==> src/rtl/upcnt_tmr_pkg.sv <==
// Shared definitions for the programmable up-counting timer.
package upcnt_tmr_pkg;

    localparam int unsigned UPCNT_WIDTH = 16;

    typedef enum logic [1:0] {
        ST_IDLE = 2'd0,
        ST_RUN  = 2'd1,
        ST_DONE = 2'd2
    } tmr_state_e;

endpackage

==> src/rtl/upcnt_tmr_upcnt.sv <==
// One-bit up-count slice: toggles on carry-in, loadable, ripples carry-out.
module upcnt (
    input  logic clk,
    input  logic resl,
    input  logic d,
    input  logic ld,
    input  logic ci,
    output logic q,
    output logic co
);

    logic r_q;

    always_ff @(posedge clk or negedge resl) begin
        if (!resl) begin
            r_q <= 1'b0;
        end else begin
            r_q <= ld ? d : (r_q ^ ci);
        end
    end

    assign q  = r_q;
    assign co = ci & r_q;

endmodule

==> src/rtl/upcnt_tmr.sv <==
// Programmable up-counting timer: loadable counter, compare match with
// one-shot or auto-reload, cascadable carry-out and one-cycle match irq.
module upcnt_tmr
    import upcnt_tmr_pkg::*;
#(
    parameter int unsigned WIDTH = UPCNT_WIDTH
) (
    input  logic             clk,
    input  logic             resl,
    input  logic [WIDTH-1:0] d,
    input  logic             ld,
    input  logic             ci,
    input  logic [WIDTH-1:0] cmp_d,
    input  logic             cmp_ld,
    input  logic             reload,
    input  logic             start,
    input  logic             stop,
    output logic [WIDTH-1:0] q,
    output logic             co,
    output logic             busy,
    output logic             irq
);

    tmr_state_e       r_state;
    tmr_state_e       w_state_nxt;
    logic [WIDTH-1:0] r_cmp;
    logic             r_irq;

    logic             w_run;
    logic             w_match;
    logic             w_slice_ld;
    logic [WIDTH-1:0] w_slice_d;
    logic [WIDTH:0]   w_carry;

    assign w_run   = (r_state == ST_RUN);
    assign w_match = w_run & ci & ~ld & (q == r_cmp);

    // Auto-reload zeroing rides on the slice load path; an explicit ld wins.
    assign w_slice_ld = ld | (w_match & reload);
    assign w_slice_d  = ld ? d : '0;
    assign w_carry[0] = w_run & ci & ~w_match;

    for (genvar gi = 0; gi < WIDTH; gi++) begin : g_slice
        upcnt u_slice (
            .clk  (clk),
            .resl (resl),
            .d    (w_slice_d[gi]),
            .ld   (w_slice_ld),
            .ci   (w_carry[gi]),
            .q    (q[gi]),
            .co   (w_carry[gi+1])
        );
    end

    // The chain is muted on a match, so restore carry-out for an all-ones match.
    assign co = w_carry[WIDTH] | (w_match & (&q));

    always_comb begin
        w_state_nxt = r_state;
        if (stop) begin
            w_state_nxt = ST_IDLE;
        end else if (start && (r_state != ST_RUN)) begin
            w_state_nxt = ST_RUN;
        end else if (w_match && !reload) begin
            w_state_nxt = ST_DONE;
        end
    end

    always_ff @(posedge clk or negedge resl) begin
        if (!resl) begin
            r_state <= ST_IDLE;
            r_cmp   <= '1;
            r_irq   <= 1'b0;
        end else begin
            r_state <= w_state_nxt;
            r_irq   <= w_match;
            if (cmp_ld) begin
                r_cmp <= cmp_d;
            end
        end
    end

    assign busy = w_run;
    assign irq  = r_irq;

endmodule

==> config.mk <==
export PLATFORM = sky130hd
export DESIGN_NAME = upcnt_tmr
export DESIGN_NICKNAME = d
export VERILOG_FILES = /design/src/rtl/upcnt_tmr_pkg.sv /design/src/rtl/upcnt_tmr_upcnt.sv /design/src/rtl/upcnt_tmr.sv
export SDC_FILE = /design/constraint.sdc
export NUM_CORES = 1
export LEC_CHECK = 0
export BUFFER_PORTS_ARGS = -buffer_cell sky130_fd_sc_hd__buf_4
export CORE_UTILIZATION = 41
export DETAILED_ROUTE_END_ITERATION = 8
export GPL_TIMING_DRIVEN = 0
export PLACE_DENSITY = 0.65
export REMOVE_ABC_BUFFERS = 1
export SETUP_SLACK_MARGIN = 0.1
export SYNTH_ARGS = -nofsm -noshare
export SYNTH_HDL_FRONTEND = slang
export SYNTH_SLANG_ARGS = --single-unit
==> constraint.sdc <==
create_clock -name clk -period 5.4 [get_ports clk]
set_input_delay 0.27 -clock clk [delete_from_list [all_inputs] [get_ports clk]]
set_output_delay 0.27 -clock clk [all_outputs]
set_load 0.01 [all_outputs]
==> metrics.md <==
| Metric | Value |
|---|---|
| Register area | 896 sq um |
| GRT Util Overall | 18.8% |
| WP data required | 5.13 ns |
| Fmax | 193 MHz |
| Normalized max-slew margin | 36.9% |
| Drt pass-1 iters | 4 |
| Clock-pin slew on the worst setup and hold paths | 0.07 ns |
| Synth warn | 0 |
| Layout net count | 275 |
| Slowest-stage cell, CP | dfstp_2 |
| Setup TNS | 0 ns |
| I/O Pins | 59 |
| Pwr dens | 271 nW/um^2 |
| CTS tree | built |
| Post-Synthesis Cells | 169 |
| Maxcap violations | 0 |
| Commonest cells in the netlist | dfrtp_1 (19), buf_4 (18), dfstp_2 (16), ha_1 (16), mux2i_1 (16) |
| ANT nets after route | 0 |
| Cell Chain, Critical Path | xnor2_2 > nand4_1 > a2111oi_4 > a21oi_2 > ha_2 > ha_4 > ha_4 > ha_2 > ha_2 > ha_1 > ha_2 > ha_2 > ha_2 > ha_2 > ha_2 > ha_2 > ha_2 > ha_2 > ha_2 > ha_1 > a31o_1 > buf_4 |
| Final WL | 4940 um |
| Drc violations | 0 |
| Min-delay worst type | input pin to register |
| Dominant synthesized flop cell | dfrtp_1 |
| Critical Path Start Type | register |
| Leak pwr | 1.21 nW |
| Total CTS buffers | 5 |
| Final hold vios | 0 |
| Vias in the first global route | 1517 |
| Fin Hold WS | 0.211 ns |
| N_diodes | 0 |
| Initial Utilization | 43.4% |
| Avg WL per Cell | 17.2 um |
| CP peak stage delay | 0.56 ns |
| Worst-margin pin slew | 0.946 ns |
| Die W | 73.4 um |
| Multi-input logic area | 1110 sq um |
| Clock skew | 0.00407 ns |
| Critical Path AT | 4.92 ns |
| Share of the synthesized area in the top cell type | 22.7% |
| FP Rows | 25 |
| Sequential fraction of the synthesis area | 42.8% |
| Share of cells above drive strength 1 | 62.3% |
| Finish-stage setup viols | 0 |
| Initial antenna violation count | 0 |
| Peak supply drop | 0.000170 V |
| # port buffers | 58 |
| Die height | 73.4 um |
| Hpwl dp | 3510 um |
| Crit end category | output pin |
| Synth Area per Inst | 12.4 sq um |
| Number of synthesized register bits | 35 |
| Most used cell, CP | ha_2 |
| Max Root-Sink Buffers | 2 |
| DR vias/cell | 5.17 |
| First-pass GRT wire length | 7420 um |
| Setup CP Type | register to output pin |
| Starting DRT DRC Count | 71 |
| Count leader, synth | dfrtp_1 |
| Clock Sinks | 35 |
| Die ar. | 5390 sq um |
| Layout area overhead | 30.3% |
| Number of enable flip-flop cells after synthesis | 0 |
| Root Driver | clkbuf_8 |
| Max-slew violations | 0 |
| Main area contributors after synthesis | dfrtp_1 (23%), dfstp_2 (20%), ha_1 (9.6%) |
| Largest net degree at the start of global routing | 36 |
| Global placement routability congestion | 0.783 |
| Filler Cells Inserted | 420 |
| Worst-Skew Late Latency | 0.29 ns |
| Netlist Area Pre-Place | 2090 sq um |
| Outcome | complete, no violations |
| Core ar. | 4820 sq um |
| Synth cell types | 31 |
| RSZ-0062 raised after global routing | false |
| Fin crit share | 96.2% |
| Fraction of registers with async set/reset | 100% |
| GRT overflow | 0 |
| Yosys top cell by area | dfrtp_1 |
| Max H-tree Level | 2 |
| Crit path max fanout | 2 |
| Crit path time final | 5.19 ns |
| Vias | 1484 |
## report_power, final
| group | total [W] | switching (W) | internal, W |
|---|---|---|---|
| logic | 0.000158 | 0.0000686 | 0.0000892 |
| registers | 0.000332 | 0.0000350 | 0.000297 |
| clock network | 0.000247 | 0.0000973 | 0.000149 |
## registers in the layout, indices dropped and copies added, names as in the netlist
signal	count
irq	1
g_slice.u_slice.q	16
r_cmp	16
r_state	2
## per-stage QoR
stage	cells	utilization (%)	total power [W]	cell area (sq um)	worst slack, ns
4_1_cts	284	55.0	0.000731	2650	0.110
3_3_place_gp	270	50.4	0.000467	2430	-0.731
5_1_grt	287	56.5	0.000768	2720	0.0749
2_1_floorplan	145	-	0.000398	1910	-0.0166
6_report	287	56.5	0.000737	2720	0.205
3_5_place_dp	270	50.4	0.000475	2430	-0.825
## cell families after synthesis
group | synth area share, %
simple gates | 6.58
buf+inv | 9.33
compound gates | 10.5
flops | 42.8
xor+xnor | 5.45
mux | 15.7
fa+ha+maj | 9.58
## worst paths after layout
kind                           start                     to  slack (ns)  depth (start not counted)
max reg2reg                 r_cmp[6]  g_slice[15].u_slice.q        0.64                         22
min in group asynchronous       resl   g_slice[9].u_slice.q        0.48                          2
max in group asynchronous       resl               r_cmp[3]        4.56                          2
min reg2reg                 r_cmp[2]               r_cmp[2]        0.53                          2
max                         r_cmp[6]                     co        0.21                         22
min                        cmp_d[11]              r_cmp[11]        0.21                          2
## what timing repair did
| action | in CTS | in global routing |
|---|---|---|
| hold buffers | 1 | 0 |
| buffers inserted | 4 | 3 |
| pin swaps | 5 | 4 |
| resized for setup | 13 | 8 |
| cloned | 1 | 0 |
| endpoints found under the setup margin | 6 | 1 |
| endpoints found under the hold margin | 19 | 0 |
## metal layers
metal	GRT usage, %	wire (um)	vias up
met3	4.25	229	7
met1	22.7	2060	737
met2	32.3	2560	47
met4	7.91	86	0
met5	0	0	-
li1	-	-	693
## final cells by class
type	instances	share of cell area, %
multi-input combinational	107	40.9
sequential	35	32.9
timing repair buffer	66	18.3
tap	67	3.08
clock buffer	6	3.03
clock inverter	2	1.29
inverter	4	0.551
## layout by cell type (no fill, tap or decap), types with 2 or more instances in the layout
cell type	n
o21ai_0	2
buf_4	65
clkbuf_8	6
mux2i_1	16
a21oi_2	11
xor2_1	5
nor2b_1	5
a21oi_1	6
ha_1	2
a2111oi_4	3
nand4_1	6
inv_1	4
dfstp_2	16
xnor2_2	3
dfrtp_1	19
and4_1	2
ha_4	2
nor2_1	2
mux2_2	15
xnor2_1	5
ha_2	12
## worst max-delay path: cells and delay by family (launching register included)
family | cells | cell delay, ns
xor gates and xnor gates | 1 | 0.13
adders and majority gates | 16 | 2.85
buffers and inverters | 1 | 0.14
DFF | 1 | 0.56
and+or+nand+nor | 1 | 0.21
AOI/OAI and AO/OA | 3 | 0.74
Power figures use the tool's default switching activity.
